$ cat config.mk
export PLATFORM = sky130hd
export DESIGN_NAME = emu_chunk_sequencer
export DESIGN_NICKNAME = d
export VERILOG_FILES = /design/src/rtl/const_pack.sv /design/src/rtl/emu_seq_pack.sv /design/src/rtl/emu_chunk_select.sv /design/src/rtl/emu_chunk_sequencer.sv
export SDC_FILE = /design/constraint.sdc
export NUM_CORES = 1
export LEC_CHECK = 0
export BUFFER_PORTS_ARGS = -buffer_cell sky130_fd_sc_hd__clkbuf_2
export CAP_MARGIN = 20
export CORE_ASPECT_RATIO = 1.2
export CORE_MARGIN = 8
export CORE_UTILIZATION = 50
export CTS_CLUSTER_DIAMETER = 200
export CTS_CLUSTER_SIZE = 10
export DETAILED_ROUTE_END_ITERATION = 6
export GPL_ROUTABILITY_DRIVEN = 0
export PLACE_DENSITY = 0.74
export SLEW_MARGIN = 0
export SYNTH_ARGS = -nofsm -noshare
export SYNTH_HDL_FRONTEND = slang
export SYNTH_HIERARCHICAL = 1
export SYNTH_SLANG_ARGS = --single-unit
$ cat constraint.sdc
create_clock -name emu_clk -period 2.7 [get_ports emu_clk]
set_input_delay 0.675 -clock emu_clk [delete_from_list [all_inputs] [get_ports emu_clk]]
set_output_delay 0.675 -clock emu_clk [all_outputs]
set_load 0.05 [all_outputs]
$ cat src/rtl/const_pack.sv
// Shared constants for the emulator control blocks.
package const_pack;

  localparam int FRAME_CNT_W = 16;
  localparam int IN_W_DEF    = 16;

endpackage

$ cat src/rtl/emu_seq_pack.sv
// Chunk-sequencer state encoding and default frame geometry.
package emu_seq_pack;

  localparam int N_CHUNKS_DEF = 4;
  localparam int CHUNK_W_DEF  = 8;

  typedef enum logic [1:0] {
    ST_WAIT   = 2'd0,
    ST_ACCUM  = 2'd1,
    ST_SETTLE = 2'd2,
    ST_COMMIT = 2'd3
  } seq_state_t;

endpackage

$ cat src/rtl/emu_chunk_select.sv
// Picks one CHUNK_W slice out of the history word; index 0 is the most significant chunk.
module emu_chunk_select #(
  parameter int N_CHUNKS = 4,
  parameter int CHUNK_W  = 8,
  localparam int HIST_W  = N_CHUNKS * CHUNK_W,
  localparam int IDX_W   = $clog2(N_CHUNKS)
) (
  input  logic [HIST_W-1:0]  history,
  input  logic [IDX_W-1:0]   chunk_idx,
  output logic [CHUNK_W-1:0] chunk
);

  logic [HIST_W-1:0] shifted;

  always_comb begin
    shifted = history >> (CHUNK_W * (N_CHUNKS - 1 - int'(chunk_idx)));
    chunk   = shifted[CHUNK_W-1:0];
  end

endmodule

$ cat src/rtl/emu_chunk_sequencer.sv
// Steps the slices through N_CHUNKS history chunks per input beat, then settles and commits.
//   state  | meaning
//   WAIT   | idle, waiting for an accepted beat
//   ACCUM  | presenting chunk 0..N_CHUNKS-1 to the slices
//   SETTLE | one quiet cycle before the result is taken
//   COMMIT | sample/write strobe, may accept the next beat
module emu_chunk_sequencer
  import const_pack::*, emu_seq_pack::*;
#(
  parameter int N_CHUNKS = N_CHUNKS_DEF,
  parameter int CHUNK_W  = CHUNK_W_DEF,
  parameter int IN_W     = IN_W_DEF,
  parameter int HIST_W   = N_CHUNKS * CHUNK_W,
  localparam int IDX_W   = $clog2(N_CHUNKS),
  localparam int FC_W    = IDX_W + 2
) (
  input  logic                   emu_clk,
  input  logic                   emu_rst_n,
  input  logic                   enable,
  input  logic                   flush,
  input  logic [IN_W-1:0]        in_data,
  input  logic                   in_valid,
  output logic                   in_ready,
  output logic [CHUNK_W-1:0]     chunk,
  output logic [IDX_W-1:0]       chunk_idx,
  output logic                   incr_sum,
  output logic                   sample_ctl,
  output logic                   write_output,
  output logic                   clk_adc_val,
  output logic                   busy,
  output logic [FRAME_CNT_W-1:0] frame_cnt
);

  seq_state_t             state, state_nxt;
  logic [IDX_W-1:0]       cnt;
  logic [HIST_W-1:0]      history;
  logic [FRAME_CNT_W-1:0] frame_cnt_q;
  logic [FC_W-1:0]        frame_cyc;
  logic                   accept;

  // Reset term keeps in_ready low while the block is held in reset.
  assign in_ready = emu_rst_n && enable && !flush &&
                    (state == ST_WAIT || state == ST_COMMIT);
  assign accept    = in_valid && in_ready;
  assign frame_cnt = frame_cnt_q;

  always_ff @(posedge emu_clk or negedge emu_rst_n) begin
    if (!emu_rst_n) state <= ST_WAIT;
    else            state <= state_nxt;
  end

  always_comb begin
    state_nxt = state;
    if (flush) begin
      state_nxt = ST_WAIT;
    end else begin
      case (state)
        ST_WAIT:   if (accept) state_nxt = ST_ACCUM;
        ST_ACCUM:  if (cnt == IDX_W'(N_CHUNKS - 1)) state_nxt = ST_SETTLE;
        ST_SETTLE: state_nxt = ST_COMMIT;
        ST_COMMIT: state_nxt = accept ? ST_ACCUM : ST_WAIT;
        default:   state_nxt = ST_WAIT;
      endcase
    end
  end

  always_comb begin
    chunk_idx    = '0;
    incr_sum     = 1'b0;
    sample_ctl   = 1'b0;
    write_output = 1'b0;
    busy         = (state != ST_WAIT);
    frame_cyc    = '0;
    case (state)
      ST_ACCUM: begin
        chunk_idx = cnt;
        incr_sum  = (cnt != '0) && !flush;
        frame_cyc = FC_W'(cnt);
      end
      ST_SETTLE: frame_cyc = FC_W'(N_CHUNKS);
      ST_COMMIT: begin
        sample_ctl   = !flush;
        write_output = !flush;
        frame_cyc    = FC_W'(N_CHUNKS + 1);
      end
      default: ;
    endcase
    clk_adc_val = (state == ST_WAIT) || (frame_cyc < FC_W'(2)) ||
                  (frame_cyc == FC_W'(N_CHUNKS + 1));
  end

  always_ff @(posedge emu_clk or negedge emu_rst_n) begin
    if (!emu_rst_n) begin
      history     <= '0;
      cnt         <= '0;
      frame_cnt_q <= '0;
    end else if (flush) begin
      history <= '0;
      cnt     <= '0;
    end else begin
      if (accept) begin
        history <= (history >> IN_W) | (HIST_W'(in_data) << (HIST_W - IN_W));
        cnt     <= '0;
      end else if (state == ST_ACCUM) begin
        cnt <= cnt + IDX_W'(1);
      end else begin
        cnt <= '0;
      end
      if (state == ST_COMMIT) frame_cnt_q <= frame_cnt_q + FRAME_CNT_W'(1);
    end
  end

  emu_chunk_select #(
    .N_CHUNKS (N_CHUNKS),
    .CHUNK_W  (CHUNK_W)
  ) u_chunk_select (
    .history   (history),
    .chunk_idx (chunk_idx),
    .chunk     (chunk)
  );

endmodule
-- Yosys cells after proc, flatten, opt, wreduce, memory -nomap -nowiden
Index checks and enable logic that the tools add are counted.
- flip-flop bits (word level): 52
- logic and storage cells: 47
- add/sub/neg operators: 3
- $lt $le $gt $ge: 1
- equal/unequal tests: 7
- shifts and indexed selects: 1
- multiplexer cells: 14
- bitwise logic cells: 2
- reductions and logical operators: 15
- operators by type and width (operator ; number):
    $mux 32 ; 2
    $or 16x32->32 ; 1
    $shr 32x32->8 ; 1
    $add 16x1->16 const B ; 1
    $mux 2 ; 7
    $pmux 3 s3 ; 1
    $pmux 2 s4 ; 1
    $eq 2x2->1 const B ; 3
    $ne 3x3->1 const B ; 2
    $reduce_bool 2->1 ; 3
    $logic_and 1x1->1 ; 5
    $eq 4x3->1 const B ; 1
    $lt 4x2->1 const B ; 1
    $reduce_and 2->1 ; 2
    $logic_or 1x1->1 ; 3
    $mux 1 ; 3
    $sub 2x2->3 const A ; 1
    $add 2x1->2 const B ; 1
    $eq 2x1->1 const B ; 1
    $logic_not 2->1 ; 1
    $logic_not 1->1 ; 1
    $not 1->1 ; 1

-- Depth between registers and ports, before layout
- depth after elaboration: 7
- depth in mapped cells: 6
- mapped depth without buffers: 6

-- Modules after synthesis
The synthesis kept the hierarchy.
- modules (own cells, without submodules) (module ; times used ; cells each ; area an instance (um^2)):
    emu_chunk_sequencer ; 1 ; 235 ; 2297.2
    emu_chunk_select ; 1 ; 10 ; 196.4

-- Least setup slack after synthesis
Ideal clock, no wire load.
- kind: register -> output
- start point: register state[1]
- end point: output port clk_adc_val
- arrival time: 2.261 ns
- setup slack: -0.236 ns
- cell stages (with the launch flop): 5
- path buffers: 0
- cells stage by stage: dfrtp_1 inv_1 ha_1 and2_1 o31ai_1
- longest elaborated chain between the ends: 5
- elaborated cells between the ends (all ways): 9
- classes of those cells: 1 x order compare; 4 x eq/ne; 1 x mux; 3 x reduce/logical
- ends and longest elaborated chain (item ; line ; RTL):
    start: declaration ; emu_chunk_sequencer.sv:34 ; seq_state_t state, state_nxt;
    start signal: assignment ; emu_chunk_sequencer.sv:49 ; else state <= state_nxt;
    $eq 2x2->1 or $eq 2x1->1 (tied branches) ; emu_chunk_sequencer.sv:74 ; case (state)
    $pmux 3 s3 ; emu_chunk_sequencer.sv:74 ;
    $lt 4x2->1 ; emu_chunk_sequencer.sv:88 ; clk_adc_val = (state == ST_WAIT) || (frame_cyc < FC_W'(2)) ||
    $logic_or 1x1->1 ; emu_chunk_sequencer.sv:88 ;
    $logic_or 1x1->1 (*) ; emu_chunk_sequencer.sv:88 ;
    end: declaration ; emu_chunk_sequencer.sv:29 ; output logic clk_adc_val,
Every way passes the cells marked *; elsewhere a longest branch is shown, timed or not.

-- Worst setup path in the final report
- start point: register state[0]
- end point: output port chunk[2]
- longest elaborated chain between the ends: 4
- ends and longest elaborated chain (item ; line ; RTL):
    $eq 2x1->1 ; emu_chunk_sequencer.sv:74 ;
    $mux 2 ; emu_chunk_sequencer.sv:74 ;
    $sub 2x2->3 ; emu_chunk_select.sv:16 ; shifted = history >> (CHUNK_W * (N_CHUNKS - 1 - int'(chunk_idx)));
    $shr 32x32->8 ; emu_chunk_select.sv:16 ;
    end: declaration ; emu_chunk_sequencer.sv:24 ; output logic [CHUNK_W-1:0] chunk,
No other way between the ends.

==> results.md <==
- The run finished with clean final reports.
- TritonCTS built the clock tree.
- The die covers around 7500 um^2.
- The total overflow reported by the global router is 0.
- After layout, the design draws a total of approximately 0.0019 W.
- The final-layout fill cell count is approximately 440.
- The analysis attributes to cell leakage a power of between 1 and 1.5 nW.
- The final wirelength is between 5000 and 6000 um.
- Entering global routing, the biggest net connects between 50 and 60 pins.
- The min-delay analysis places its worst path in the category reg2reg.
- The fmax is 0.385 GHz.
- The tree is rooted in a sky130_fd_sc_hd__clkbuf_8.
- After detailed routing, the number of remaining DRC violations is 0.
- Port buffering added 52 buffers.
- The die span in y is slightly above 90 um.
- The remaining number of nets flagged by the antenna check after routing is 0.
- For this run, the detailed router's first-pass iteration total came to 4.
- The violation count after the first detailed-routing iteration is ~130.
- Between clock sinks in the finished design, the worst skew comes to between 5 and 6 ps.
- The main combinational cell family by area after synthesis is simple AND/OR/NAND/NOR gates.
- The worst pin sits at a relative slew slack of 0.563.
- In the layout the commonest cells are sky130_fd_sc_hd__nand2_1 (71), sky130_fd_sc_hd__dfrtp_1 (52), sky130_fd_sc_hd__clkbuf_2 (46), sky130_fd_sc_hd__a21oi_1 (34), sky130_fd_sc_hd__xnor2_1 (9).
- Dividing the synthesized area by the synthesized cell count gives 10.2 um^2.
- The global routing usage summed across all routing layers is 0.152.
- The highest net fanout along the worst path is 7.
- The distinct cell type count after synthesis is 33.
- The number of hold buffers added after CTS is 0.
- The fraction of registers with async set or reset after synthesis is 1.00.
- The share of the clock period used by the worst path after layout is 0.962.
- The slack of the worst reg-to-reg path is about 780 ps.
- The total clock sinks is 52.
- The multiplexer share of the synthesized area is 0.0768.
- Of the total synthesized cell area, the portion taken by XOR and XNOR cells is 0.0527.
- The repair_antennas step left the layout with diodes totalling 0.
- The first global-routing pass estimated between 9000 and 10000 um of wire.
- The slowest cell on the critical path is sky130_fd_sc_hd__mux4_2.
- The die span in x is 80.5 um.
- When the netlist entered floorplanning its net count stood at around 270.
- Synthesis inferred between 50 and 60 register bits.
- The number of instances in the placed design is roughly 350.
- The shortest clock period the worst path allows after layout is about 2600 ps.
- The signal on the critical path passes through ha_4 -> and2_4 -> mux4_2 -> clkbuf_4.
- The worst setup path is captured at an output pin.
- Data on the critical path arrives at its endpoint at between 1500 and 2000 ps.
- The clock passes through at most 2 buffers.
- The via density per instance is 5.30.
- The count of flip-flops with a built-in enable after synthesis is 0.
- The CTS clock-pin slew for the worst setup and hold paths is 90 ps.
- The data required time at the worst endpoint is roughly 2000 ps.
- The clock reaches the later pin of the worst-skew pair after 300 ps.
- The core region is 4870 um^2.
- The accumulated negative setup slack is 0 ps.
- The final hold violation count is 0.
- The fraction of the mapped netlist area in simple logic gates is 0.197.
- The fraction of layout instances using a drive strength above 1 is 0.279.
- The via count of the first global-routing pass came to slightly above 2000.
- The number of max-slew violations in the final report is 0.
- Leaving out fill and tap cells, the most frequent cell in the layout is sky130_fd_sc_hd__nand2_1.
- For this run, the number of standard cells in the final layout without fillers is 357.
- STA classifies the critical path startpoint as a register.
- The synthesized netlist cell count is roughly 250.
- The gate family responsible for the most delay along the worst path is multiplexers.
- The starting density of the core is 0.512.
- The peak supply drop is ~0.00032 V.
- The classification of the worst setup path is reg2out.
- In the final layout, the multi-input gates occupy roughly 1100 um^2.
- The tightest hold path in the finished design has a slack of between 400 and 500 ps.
- The count of buffering cells on the critical path with inverters included is 1.
- The post-synthesis compound-gate area fraction is 0.0748.
- The area of all sequential standard cells is between 1000 and 1500 um^2.
- The count of H-tree levels built during CTS is 2.
- The via count is about 1900.
- For this run, the leading register cell type out of synthesis is sky130_fd_sc_hd__dfrtp_1.
- Relative to the synthesized area, the layout overhead comes to 20.8%.
- The sequential cell area fraction in the yosys report is 0.522.
- The pin slew with the least headroom to its limit is ~660 ps.
- The HPWL reported at the end of detailed placement is around 3800 um.
- The number of maximum-capacitance constraint violations is 0.
- For this run, the post-layout net count is between 300 and 400.
- The number of buffers created by CTS is 5.
- The setup violation total in the final timing report is 0.
- The initial antenna violation count was 0.
- The power per cell area is 621 nW/um^2.
- The area of the mapped netlist is roughly 2500 um^2.
- Of the total synthesized cell area, the portion taken by full adders, half adders and majority gates is 0.0401.
- The average detailed-routed wire length per instance is between 15 and 20 um.
- The largest single stage delay on the critical path is 510 ps.
- For this run, the number of Yosys warnings is 6.
- The number of standard-cell rows in the floorplan is 28.
- In this run the count of I/O pins placed on the die edge is 53.
[power by group]
| group | internal (W) | switching (W) | leakage [nW] | total [W] |
|---|---|---|---|---|
| combinational | 0.000145 | 0.000270 | 0.642 | 0.000414 |
| clock | 0.000365 | 0.000241 | 0.0642 | 0.000605 |
| sequential | 0.000811 | 0.0000393 | 0.722 | 0.000851 |
[worst register-to-register path, cell delays in order (launching register included)]
cell                        delay [ps]
sky130_fd_sc_hd__dfrtp_1           480
sky130_fd_sc_hd__inv_1             100
sky130_fd_sc_hd__ha_1              380
sky130_fd_sc_hd__nor3b_4            60
sky130_fd_sc_hd__buf_4             250
sky130_fd_sc_hd__a2111oi_0         450
sky130_fd_sc_hd__nor3_1             80
[final cells by class]
cell class                 instances  share of cell area
clock buffer                       5              0.0229
clock inverter                     2              0.0199
inverter                           7             0.00872
multi-input combinational        174               0.379
sequential                        52               0.432
tap                               60              0.0249
timing repair buffer              57               0.112
[final timing paths]
kind                               start             to  depth (start not counted)
min reg2reg                frame_cnt[15]  frame_cnt[15]                          1
max reg2reg                     state[0]       state[0]                          6
max                             state[0]       chunk[2]                          4
max in group asynchronous      emu_rst_n     history[9]                          2
min                        frame_cnt[15]  frame_cnt[15]                          1
min in group asynchronous      emu_rst_n    history[18]                          2
[flip-flops by register name (all words and copies together) (netlist names)]
| name | count |
|---|---|
| history | 32 |
| frame_cnt | 16 |
| cnt | 2 |
| state | 2 |
[synth_stat cells (all sizes together) (4+ instances only)]
master	instances	share of area
ha	8	0.040
nand2	71	0.11
nor2	8	0.012
xor2	6	0.021
a21oi	34	0.068
clkbuf	8	0.013
mux4	8	0.072
dfrtp	52	0.52
buf	5	0.014
inv	7	0.011
xnor2	9	0.032
nand3	5	0.010
nor3	4	0.010
[stage by stage]
stage	worst slack, ps	instance area (um^2)	util
6_report	102	3010	0.618
2_1_floorplan	51.4	2500	-
3_5_place_dp	83.9	2830	0.580
5_1_grt	-1.02	3010	0.618
4_1_cts	37.9	3000	0.616
3_3_place_gp	174	2830	0.580
[cells by family (layout without fill, tap and decap cells)]
family / Yosys count / in the layout
DFF: 52 / 52
adders and majority gates: 8 / 8
muxes: 9 / 9
and+or+nand+nor: 105 / 106
xor gates and xnor gates: 15 / 15
buffers and inverters: 20 / 71
AOI/OAI and AO/OA: 36 / 36
[timing repair]
item                                    in CTS  in global routing
cloned                                       1                  0
resized for setup                           11                  1
endpoints found under the setup margin       8                  8
pin swaps                                    1                  0
buffers inserted                             1                  0
endpoints found under the hold margin        0                  0
[routing by layer]
layer | vias to the layer above | part of all wire | GRT usage
met3 | 8 | 0.073 | 0.0451
li1 | 917 | - | -
met4 | 0 | 0.011 | 0.0547
met2 | 53 | 0.49 | 0.249
met1 | 915 | 0.43 | 0.182
met5 | - | 0 | 0
Power figures use the tool's default switching activity.
